File: src/rtl/mem_init_pkg.sv
// Shared types and constants for the working-memory initialisation sequencer.
package mem_init_pkg;

  localparam int MEM_DEPTH = 256;
  localparam int ADDR_W    = 8;
  localparam int DATA_W    = 8;

  // Highest address. Reaching it ends the WRITE phase.
  localparam logic [ADDR_W-1:0] LAST_ADDR = ADDR_W'(MEM_DEPTH - 1);

  typedef enum logic [1:0] {
    IDLE  = 2'd0,
    WRITE = 2'd1,
    DONE  = 2'd2
  } state_e;

endpackage

File: src/rtl/fsm_mem_w_init.sv
// Initialisation sequencer: on start, writes S[i] = i to all 256 locations,
// one per clock, then raises finish until start is released (4-phase handshake).
module fsm_mem_w_init
  import mem_init_pkg::*;
(
  input  logic              clk,
  input  logic              rst,
  input  logic              start,
  output logic              wr_en,
  output logic [ADDR_W-1:0] mem_addr,
  output logic [DATA_W-1:0] wr_data,
  output logic              finish
);

  state_e            state_q, state_d;
  logic [ADDR_W-1:0] i_q, i_d;

  // State and write counter registers; reset returns to IDLE with the counter cleared.
  always_ff @(posedge clk or posedge rst) begin
    if (rst) begin
      state_q <= IDLE;
      i_q     <= '0;
    end else begin
      // NOTE: non-blocking assignments so every flop samples pre-edge values.
      state_q <= state_d;
      i_q     <= i_d;
    end
  end

  // Next-state, counter update and Moore output decode (no path from start to outputs).
  always_comb begin
    // NOTE: defaults first so no branch leaves a signal unassigned (no latches).
    state_d = state_q;
    i_d     = i_q;
    wr_en   = 1'b0;
    finish  = 1'b0;

    case (state_q)
      IDLE: begin
        i_d = '0;
        if (start) begin
          state_d = WRITE;
        end
      end

      WRITE: begin
        // start is deliberately ignored here: the sequence always completes.
        wr_en = 1'b1;
        if (i_q == LAST_ADDR) begin
          state_d = DONE;
          i_d     = '0;
        end else begin
          i_d = i_q + 1'b1;
        end
      end

      DONE: begin
        finish = 1'b1;
        // Wait for start to drop so a held request cannot retrigger a second run.
        if (!start) begin
          state_d = IDLE;
        end
      end

      default: begin
        state_d = IDLE;
        i_d     = '0;
      end
    endcase
  end

  // Address and data both track the counter, giving the identity pattern.
  assign mem_addr = i_q;
  assign wr_data  = DATA_W'(i_q);

endmodule

File: config.mk
export PLATFORM = sky130hd
export DESIGN_NAME = fsm_mem_w_init
export DESIGN_NICKNAME = d
export VERILOG_FILES = /design/src/rtl/mem_init_pkg.sv /design/src/rtl/fsm_mem_w_init.sv
export SDC_FILE = /design/constraint.sdc
export NUM_CORES = 1
export LEC_CHECK = 0
export ABC_AREA = 1
export BUFFER_PORTS_ARGS = -buffer_cell sky130_fd_sc_hd__buf_2
export CORE_UTILIZATION = 25
export DETAILED_ROUTE_END_ITERATION = 7
export PLACE_DENSITY_LB_ADDON = 0.1
export SETUP_SLACK_MARGIN = 0.15
export SLEW_MARGIN = 20
export SYNTH_ARGS = -nofsm -noshare
export SYNTH_HDL_FRONTEND = slang
export SYNTH_SLANG_ARGS = --single-unit
File: constraint.sdc
create_clock -name clk -period 2.7 [get_ports clk]
set_input_delay 0.27 -clock clk [delete_from_list [all_inputs] [get_ports clk]]
set_output_delay 0.27 -clock clk [all_outputs]
set_load 0.03 [all_outputs]
# --- Word level (Yosys, flattened, before mapping) ---
# Cells that the tools add are included.
totals:
  register_bits: 10
  latch_bits: 0
  mem_bits_rw: 0
  romBits: 0
  in_bits: 3
  out_inout_bits: 18
  wordCells: 19
  n_memories: 0
classes:
  addsub: 1
  mul: 0
  div: 0
  magnitude_cmp: 0
  n_eq_ne: 6
  shifts: 0
  muxes: 8
  bitwise_logic: 0
  reduce_logical: 2
op_table:
  columns: ["op", "n"]
  rows:
  - ["$pmux W8 S2", 1]
  - ["$add A8 B1 Y8 const B", 1]
  - ["$eq A8 B8 Y1 const B", 1]
  - ["$mux W8", 1]
  - ["$mux W2", 3]
  - ["$ne A2 B2 Y1 const B", 3]
  - ["$pmux W2 S3", 1]
  - ["$reduce_and A3 Y1", 1]
  - ["$eq A2 B1 Y1 const B", 1]
  - ["$eq A2 B2 Y1 const B", 1]
  - ["$logic_not A2 Y1", 1]
  - ["$mux W1", 2]

# --- Logic depth before layout (Yosys ltp) ---
logic_depth:
  depth_word: 3
  ltp_mapped: 6
  mapped_depth_nobuf: 6

# --- Worst setup path before layout ---
# No wires, ideal clock.
synth_timing:
  path_kind: "flip-flop to flip-flop"
  start: "register i_q[0] (netlist: mem_addr[0])"
  end: "register state_q[0]"
  setup_time_ps: 126
  t_arrival_ps: 1234
  required_time_ps: 2574
  slack_ps: 1339
  path_stages_with_launch: 7
  path_buffers: 0
  synth_period_minus_slack_ps: 1361
  path_cell_list: "dfrtp_1 -> ha_1 -> nand2_1 -> nor2_4 -> nand2_1 -> nand2_1 -> o31ai_1"
synth_via:
  elab_chain_cells: 3
synth_lines:
  columns: ["element", "line_no", "text"]
  rows:
  - ["start, declared", "fsm_mem_w_init.sv:16", "logic [ADDR_W-1:0] i_q, i_d;"]
  - ["start signal, assigned", "fsm_mem_w_init.sv:26", "i_q <= i_d;"]
  - ["$eq A8 B8 Y1", "fsm_mem_w_init.sv:49", "if (i_q == LAST_ADDR) begin"]
  - ["$ne A2 B2 Y1 (no line)", null, null]
  - ["$reduce_and A3 Y1 (no line)", null, null]
  - ["end signal, assigned", "fsm_mem_w_init.sv:25", "state_q <= state_d;"]
  - ["end, declared", "fsm_mem_w_init.sv:15", "state_e state_q, state_d;"]
# Every way passes these cells.
# A chain may end at the register's enable or synchronous reset.

# --- Worst setup path in the final report ---
layout_timing:
  start: "register state_q[1]"
  end: "output finish"
layout_via:
  elab_chain_cells: 2
layout_lines:
  columns: ["element", "line_no", "text"]
  rows:
  - ["$eq A2 B2 Y1", "fsm_mem_w_init.sv:38", "case (state_q)"]
  - ["$mux W1", "fsm_mem_w_init.sv:38", null]
  - ["end, declared", "fsm_mem_w_init.sv:12", "output logic finish"]
# Every way passes these cells.

==> run metrics <==
RSZ-0062 raised after global routing no; FP Rows 17; Crit-path slowest cell dfrtp_1; setup_tns 0 ps; initial antenna violation count 0; Critical Path Max Stage Delay approximately 420 ps; post-cts hold buffer count 0; IR drop worst, VDD 0.3567 mV; Core Util, Final 0.3120; Layout area overhead 16.28%; period utilization 0.5324; placed cell count about 120; Via density approximately 4.2; Crit Path Category flop to output pin; Ant. Diodes 0; overall routing resource usage 0.1158; Worst Path Required about 2400 ps; GPL Wtd Cong roughly 0.74; pwr/cell area ~940 mW/mm^2; postcts setup bufs 0; DR pass1 iterations 4; Fin Hold WS -12.24 ps; Tot Pwr 0.0006517 W; syn_nets between 80 and 90; # setup viols final 0; critical-path cell list nand2_1, clkinv_2, buf_2; LEAKAGE between 0.3 and 0.4 nW; max-slew violation count 0; Residual DRC 0; YS warnings 0; DR WL/cell ~11 um; Design Area, Final around 700 um^2; first-pass GRT wire length roughly 2100 um; number of buffers created by CTS 3; DRT iter0 DRCs 10; pin count of the biggest net entering global routing 11; TritonCTS clock tree yes; fmax between 0.6 and 0.7 GHz; register bit total from synthesis 10; DIE HEIGHT slightly above 50 um; via count between 500 and 600; number of global-route vias before repair ~460; # IOs 21; Rel. slew slack 0.7193; Final ANT Viol Nets 0; initial core utilization 0.2683; clock skew about 0.67 ps; R2R Path End state_q[0]; full die area 0.002597 mm^2; failing checks hold timing; nets just under 100; Detailed Place HPWL between 900 and 1000 um; clock buffer depth 2; Worst-Margin Slew about 420 ps; FF-to-FF Start mem_addr[0]; MaxCap Viol Count 0; Syn Area/Cell 7.783 um^2; die extent in x roughly 51 um; post-layout minimum cycle time between 1000 and 1500 ps; PostCTS Resize Cnt 0; Final Non-Filler Cells 120; outcome finished, violations left; placed cell area approximately 670 um^2; reg2reg setup slack 1440 ps; Crit. End Element output pin; CTS root buf clkbuf_4; mapped cell area ~600 um^2; WL final around 1300 um; Post-Syn Instances between 70 and 80; core area about 0.0022 mm^2; Worst Path Max Fanout 9; Sink Count 10; number of distinct library cells after synthesis 18; layout cells sized above 1 0.3370; Hold Violations, Final 10; HP Class input port to asynchronous set/reset pin; CTS H-tree lvls 1; Skew-Pair Late Insertion Delay between 200 and 300 ps; worst path arrival time about 1200 ps; post-synthesis sequential area ratio 0.4175; Startpoint Class flop; Clock transition at path regs approximately 70 ps; FF-to-FF path depth 6; gr ovfl total 0; I/O Buffers 20
## worst max-delay path, delay by kind of cell, from the launching register on
| kind | cells | cell delay, ps |
|---|---|---|
| simple gates | 1 | 120 |
| flops | 1 | 420 |
| buf+inv | 2 | 370 |
## layout by cell type, fill, tap and decap left out, drive strengths merged
cell    instances
clkinv          1
o22ai           1
dfrtp          10
nor2            6
o31ai           2
o21ai           4
buf            20
clkbuf          3
ha              1
inv             9
nand2          26
nand3           5
xor2            2
a21oi           2
## Yosys cell counts, drive strengths merged
cell,n,share of area
clkinv,1,0.0083
ha,1,0.021
o22ai,1,0.010
o31ai,2,0.025
buf,8,0.10
nor2,6,0.071
nand3,5,0.042
inv,9,0.056
o21ai,4,0.033
xor2,2,0.029
a21oi,2,0.023
dfrtp,10,0.42
nand2,26,0.16
## sequential cells by signal, summed over array words and instances (netlist names)
name / flops
mem_addr: 8
state_q: 2
## worst max path at each step
stage | start | to | slack, ps | cells past startpoint
2_1_floorplan | mem_addr[0] | state_q[0] | 1340 | 6
6_report | state_q[1] | finish | 1260 | 3
3_3_place_gp | mem_addr[0] | state_q[0] | 1480 | 6
4_1_cts | state_q[1] | finish | 1250 | 3
5_1_grt | state_q[1] | finish | 1180 | 3
3_5_place_dp | mem_addr[0] | state_q[0] | 1450 | 6
## where the power goes
group	switching, W	internal, W
logic	0.000225	0.0000871
registers	0.0000510	0.000185
clock network	0.0000514	0.0000514
total	0.000328	0.000324
## final cells by class
class                   instances  area [um^2]
fillers                       258         1536
multi-input cells              49        250.2
inverters                      10        38.79
clock buffers                   3        22.52
flip-flops and latches         10        250.2
repair buffers                 20        100.1
well taps                      28        35.03
## logic make-up (layout without fill, tap and decap cells)
| group | count (synthesis) | after routing | share of synthesized area |
|---|---|---|---|
| xor+xnor | 2 | 2 | 0.02923 |
| compound gates | 9 | 9 | 0.09184 |
| fa+ha+maj | 1 | 1 | 0.02087 |
| buf+inv | 18 | 33 | 0.1649 |
| flops | 10 | 10 | 0.4175 |
| simple gates | 37 | 37 | 0.2756 |
## metal layers
| metal | global-route usage | vias to the layer above | part of all wire |
|---|---|---|---|
| met1 | 0.1478 | 225 | 0.50 |
| met5 | 0 | - | 0 |
| met3 | 0.02679 | 2 | 0.036 |
| met2 | 0.1754 | 12 | 0.45 |
| li1 | - | 263 | - |
| met4 | 0.06944 | 0 | 0.013 |
## metrics by stage
| step | hold WS [ps] | worst slack, ps |
|---|---|---|
| floorplan | 110.2 | 1339 |
| global placement | 288.0 | 1483 |
| detailed placement | 291.6 | 1449 |
| CTS | 7.919 | 1251 |
| global route | 18.77 | 1176 |
| finish | -12.24 | 1262 |
(Power assumes the default switching activity.)
